### src/rtl/md_sequencer.sv
// Multicycle MULT/DIV sequencer for the HI/LO registers: signed shift-add multiply
// and restoring divide, one bit per cycle, with a divide-by-zero fast path.
module md_sequencer #(
    parameter int DATA_W = 32
) (
    input  logic              clock,
    input  logic              reset,
    input  logic              start,
    input  logic              op,
    input  logic              abort,
    input  logic [DATA_W-1:0] src_a,
    input  logic [DATA_W-1:0] src_b,
    output logic              busy,
    output logic              done,
    output logic              div0,
    output logic              hi_write,
    output logic              lo_write,
    output logic [DATA_W-1:0] hi_out,
    output logic [DATA_W-1:0] lo_out
);

    localparam int CW = $clog2(DATA_W + 1);
    localparam logic [CW-1:0] LAST = CW'(DATA_W - 1);

    typedef enum logic [2:0] {IDLE, LOAD, RUN, FIX, WRITE, ZERO} state_t;

    state_t state, next_state;

    logic              op_q, sign_a, sign_b;
    logic [DATA_W-1:0] a_q, b_q, operand, hi_acc, lo_acc;
    logic [CW-1:0]     count;
    logic              done_next, div0_next, write_next;

    logic [DATA_W-1:0]   mag_a, mag_b;
    logic [DATA_W:0]     mul_sum, rem_shift, trial;
    logic [2*DATA_W-1:0] mul_shift, prod, prod_fix;
    logic [DATA_W-1:0]   div_rem, fix_hi, fix_lo;
    logic                div_bit;

    assign busy  = (state != IDLE);
    assign mag_a = a_q[DATA_W-1] ? -a_q : a_q;
    assign mag_b = b_q[DATA_W-1] ? -b_q : b_q;

    // MULT: hi_acc is the running upper product, lo_acc the multiplier shifting out.
    assign mul_sum   = {1'b0, hi_acc} + (lo_acc[0] ? {1'b0, operand} : '0);
    assign mul_shift = {mul_sum, lo_acc[DATA_W-1:1]};

    // DIV: hi_acc is the partial remainder, lo_acc shifts dividend out and quotient in.
    assign rem_shift = {hi_acc, lo_acc[DATA_W-1]};
    assign trial     = rem_shift - {1'b0, operand};
    assign div_bit   = ~trial[DATA_W];
    assign div_rem   = div_bit ? trial[DATA_W-1:0] : rem_shift[DATA_W-1:0];

    assign prod     = {hi_acc, lo_acc};
    assign prod_fix = (sign_a ^ sign_b) ? -prod : prod;
    assign fix_hi   = op_q ? (sign_a ? -hi_acc : hi_acc) : prod_fix[2*DATA_W-1:DATA_W];
    assign fix_lo   = op_q ? ((sign_a ^ sign_b) ? -lo_acc : lo_acc) : prod_fix[DATA_W-1:0];

    always_ff @(posedge clock or negedge reset) begin
        if (!reset) state <= IDLE;
        else        state <= next_state;
    end

    // Pulses are decided one cycle early so they can be registered; abort wins over them.
    always_comb begin
        next_state = state;
        done_next  = 1'b0;
        div0_next  = 1'b0;
        write_next = 1'b0;
        if (abort && state != IDLE) begin
            next_state = IDLE;
        end else begin
            case (state)
                IDLE:  if (start) next_state = LOAD;
                LOAD: begin
                    if (op_q && b_q == '0) begin
                        next_state = ZERO;
                        done_next  = 1'b1;
                        div0_next  = 1'b1;
                    end else begin
                        next_state = RUN;
                    end
                end
                RUN:   if (count == LAST) next_state = FIX;
                FIX: begin
                    next_state = WRITE;
                    done_next  = 1'b1;
                    write_next = 1'b1;
                end
                WRITE: next_state = IDLE;
                ZERO:  next_state = IDLE;
                default: next_state = IDLE;
            endcase
        end
    end

    always_ff @(posedge clock or negedge reset) begin
        if (!reset) begin
            done     <= 1'b0;
            div0     <= 1'b0;
            hi_write <= 1'b0;
            lo_write <= 1'b0;
            hi_out   <= '0;
            lo_out   <= '0;
            op_q     <= 1'b0;
            sign_a   <= 1'b0;
            sign_b   <= 1'b0;
            a_q      <= '0;
            b_q      <= '0;
            operand  <= '0;
            hi_acc   <= '0;
            lo_acc   <= '0;
            count    <= '0;
        end else begin
            done     <= done_next;
            div0     <= div0_next;
            hi_write <= write_next;
            lo_write <= write_next;
            if (write_next) begin
                hi_out <= fix_hi;
                lo_out <= fix_lo;
            end
            case (state)
                IDLE: begin
                    if (start) begin
                        op_q <= op;
                        a_q  <= src_a;
                        b_q  <= src_b;
                    end
                end
                LOAD: begin
                    sign_a <= a_q[DATA_W-1];
                    sign_b <= b_q[DATA_W-1];
                    hi_acc <= '0;
                    count  <= '0;
                    if (op_q) begin
                        lo_acc  <= mag_a;
                        operand <= mag_b;
                    end else begin
                        lo_acc  <= mag_b;
                        operand <= mag_a;
                    end
                end
                RUN: begin
                    count <= count + 1'b1;
                    if (op_q) begin
                        hi_acc <= div_rem;
                        lo_acc <= {lo_acc[DATA_W-2:0], div_bit};
                    end else begin
                        {hi_acc, lo_acc} <= mul_shift;
                    end
                end
                default: ;
            endcase
        end
    end

endmodule

### config.mk
export PLATFORM = sky130hd
export DESIGN_NAME = md_sequencer
export DESIGN_NICKNAME = d
export VERILOG_FILES = /design/src/rtl/md_sequencer.sv
export SDC_FILE = /design/constraint.sdc
export NUM_CORES = 1
export LEC_CHECK = 0
export ABC_AREA = 1
export BUFFER_PORTS_ARGS = -buffer_cell sky130_fd_sc_hd__buf_4
export CAP_MARGIN = 20
export CORE_AREA = 10 10 189 191
export DETAILED_ROUTE_END_ITERATION = 12
export DIE_AREA = 0 0 199 201
export GPL_ROUTABILITY_DRIVEN = 1
export MAX_ROUTING_LAYER = met4
export PLACE_DENSITY_LB_ADDON = 0.2
export SLEW_MARGIN = 20
export SYNTH_ARGS = -nofsm -noshare
export SYNTH_HDL_FRONTEND = slang
export SYNTH_SLANG_ARGS = --single-unit
### constraint.sdc
create_clock -name clock -period 2.9 [get_ports clock]
set_input_delay 0.29 -clock clock [delete_from_list [all_inputs] [get_ports clock]]
set_output_delay 0.29 -clock clock [all_outputs]
set_load 0.005 [all_outputs]
==> results.toml <==
[finish]
num-nets-final = 3374
layout_common_cells = "869 x nand2_1, 363 x inv_1, 337 x nor2_1"
multi_input_area_um2 = 11500
finalNonFillerCells = 3662
design_area_um2 = 22700
seq_area_um2 = 5990
area_delta_synth_final_pct = 17.5
drive_gt1_share_pct = 10.1
final_common_cell = "nand2_1"
fillers = 2634

[route]
drc = 0
vias_per_cell = 6.18
wire_per_inst_um = 21.3
vias = 22600
drtAntennaViolNets = 0
drtIter0Drc = 3396
routed_wl_um = 78000
first_pass_iters = 8

[logic_synthesis]
yosys_warnings = 0
synthCells = 3036
async_reset_ff_share_pct = 100
synth_top_flop_cell = "dfrtp_1"
synth_top_area_share_pct = 31.0
synth-seq-cells = 239
syn_nets = 3176
synthTopCellsByArea = "dfrtp_1 31%, nand2_1 17%, nand3_1 8.0%, inv_1 7.1%, nor2_1 6.6%"
synth_seq_area_share_pct = 31.0
yosysTopAreaCell = "dfrtp_1"
syn_area_um2 = 19300
synthDistinctLibCells = 48
synth_edf_count = 0
syn_area_per_cell_um2 = 6.36

[critical_path]
cp-start-kind = "flip-flop"
ff2ff_path_depth = 11
r2r-start = "b_q[0]"
crit_arrival_ns = 3.36
worstPathCellList = "inv_1, ha_1, nand4_1, nor2_2, nand4_1, or2_2, nor3_2, nand2_1, nand2_1, nand2_1, inv_1"
critPathSlowestCell = "dfrtp_1"
cp_max_fo = 5
cp.required_ns = 3.42
crit_type = "flip-flop to flip-flop"
rr_endpoint = "state[0]"
slowest_delay_ns = 0.44
endpoint_kind = "flip-flop"
cpMostUsedCell = "nand2_1"
r2r_setup_slack_ns = 0.06

[global_routing]
grtUsageTotal_pct = 39.2
grt_pass1_wl_um = 121000
grt_overflow_total = 0
antenna_found_initial = 2
grt_pass1_vias = 21400
grt_max_degree = 118

[clock_network]
clock_sinks = 239
clk-insertion-delay-late_ns = 0.59
cts-root-buf = "clkbuf_16"
cts_inserted_buffers = 27
clkTransAtPathRegs_ns = 0.07
cts-htree-levels = 1
cts_max_path_buffers = 3
cts_tree = "done"

[worst_hold_path]
min_from = "src_b[9]"
hold_depth = 3
min_delay_worst_endpoint = "b_q[9]"
hp-class = "input port to flip-flop"

[sta]
fin_skew_ns = 0.0248
worstMarginPinSlew_ns = 0.905
rsz0062_at_grt = "yes"
period_minus_slack_ns = 2.84
max-slew-margin-rel_pct = 39.0
hold_ws_ns = 0.0138
hold_viol_final = 0
fmax_mhz = 353
setup_viol = 0
fin_crit_sh_pct = 97.8
slew_viol_final = 0
timing.final.ws_setup_ns = 0.0633

[placed_design]
placed_area_um2 = 21100
place_ws_ns = 0.148
post-dp-hpwl_um = 55800
portBuffers = 137
place_congestion = 1.14
dp_cells = 3550

[die]
dieArea_um2 = 40000
core_um2 = 32000
die_y_um = 201
initial_utilization_pct = 60.3
std_cell_rows = 66
fp.dieW_um = 199
ios = 138

[pwr]
leakage_nw = 11.8
power.density_nw_per_um2 = 1330
peakVddDrop_v = 0.00131
finalPower_mw = 30.1

[status]
status = "finished, final reports clean"

[flow_run]
maxCapViolCount = 0
[per-layer routing]
| layer | track usage (%) | up-vias | routed length, um |
|---|---|---|---|
| li1 | - | 10300 | - |
| met4 | 23.1 | 0 | 5630 |
| met3 | 7.91 | 373 | 9070 |
| met1 | 48.8 | 10400 | 29500 |
| met2 | 57.9 | 1603 | 33800 |
| met5 | - | - | 0 |
[where the power goes]
part           total (mW)  switching, mW  internal, mW  leakage (nW)
sequential           6.47           1.63          4.84          2.91
combinational        20.0           13.5          6.51          8.41
clock                3.64           1.55          2.09         0.453
[area by class of cell]
| class | count | area share (%) |
|---|---|---|
| well taps | 408 | 2.25 |
| multi-input cells | 2312 | 50.7 |
| flip-flops and latches | 239 | 26.4 |
| inverters | 373 | 6.18 |
| clock inverters | 11 | 0.551 |
| diodes | 2 | 0.0221 |
| clock buffers | 36 | 3.48 |
| repair buffers | 281 | 10.5 |
[how the worst max path moves through the flow]
stage,from,end,slack (ns),cells after the start
final,b_q[0],state[0],0.06,11
after global routing,lo_acc[31],hi_acc[19],-0.01,19
after CTS,lo_acc[0],hi_acc[23],0.14,17
after detailed placement,lo_acc[0],hi_acc[23],0.15,17
after global placement,lo_acc[0],hi_acc[23],0.17,17
after floorplan,lo_acc[0],hi_acc[29],0.26,19
[stage by stage]
| stage | setup TNS, ns | utilization, % |
|---|---|---|
| final | 0 | 70.8 |
| after global routing | -0.0164 | 70.8 |
| after CTS | 0 | 70.8 |
| after detailed placement | 0 | 65.9 |
| after global placement | 0 | 65.9 |
| after floorplan | 0 | - |
[worst max-delay path, delay by kind of cell, from the launching register on]
kind / cells / cell delay (ns)
DFF: 1 / 0.44
and+or+nand+nor: 8 / 1.84
adders and majority gates: 1 / 0.25
buffers and inverters: 2 / 0.24
[cell families (layout without fill, tap and decap cells)]
kind of cell / count (synthesis) / count (layout) / synth area share, %
buffers and inverters: 485 / 701 / 9.69
AO/OA/AOI/OAI: 478 / 478 / 13.9
other: 0 / 2 / 0
AND/OR/NAND/NOR: 1663 / 1663 / 36.2
adder cells (fa/ha/maj): 71 / 71 / 4.68
multiplexers: 7 / 7 / 0.408
XOR/XNOR: 93 / 93 / 4.22
flip-flops: 239 / 239 / 31.0
[state kept, by name, indices dropped and copies added (netlist names), 3 cells and up]
signal / cells
lo_out: 32
operand: 32
hi_acc: 32
b_q: 32
hi_out: 32
lo_acc: 32
count: 6
a_q: 32
state: 3
[cells in the mapped netlist (4+ instances only)]
master and n:
o21bai_1 6, ha_1 69, nand2_1 871, mux2_2 7, buf_1 10, buf_4 4
or2_2 11, xor2_1 77, nand4_1 47, xnor2_1 16, o21ai_1 9, dfrtp_1 239
buf_2 14, a21o_1 8, o211ai_1 44, nor4_1 5, nor2_2 7, nand3_1 309
nor3_1 41, nand2_2 10, o221ai_1 12, o21ai_0 194, inv_2 8, clkbuf_1 82
a21oi_1 159, a31oi_1 12, inv_1 364, o22ai_1 16, nand3b_1 13, nor2_1 338
[what timing repair did]
action | 4_1_cts | 5_1_grt
hold buffers | 63 | 0
hold endpoints to repair | 134 | 0
buffers inserted | 0 | 0
resized for setup | 0 | 5
endpoints found under the setup margin | 0 | 8
(Power assumes the default switching activity.)
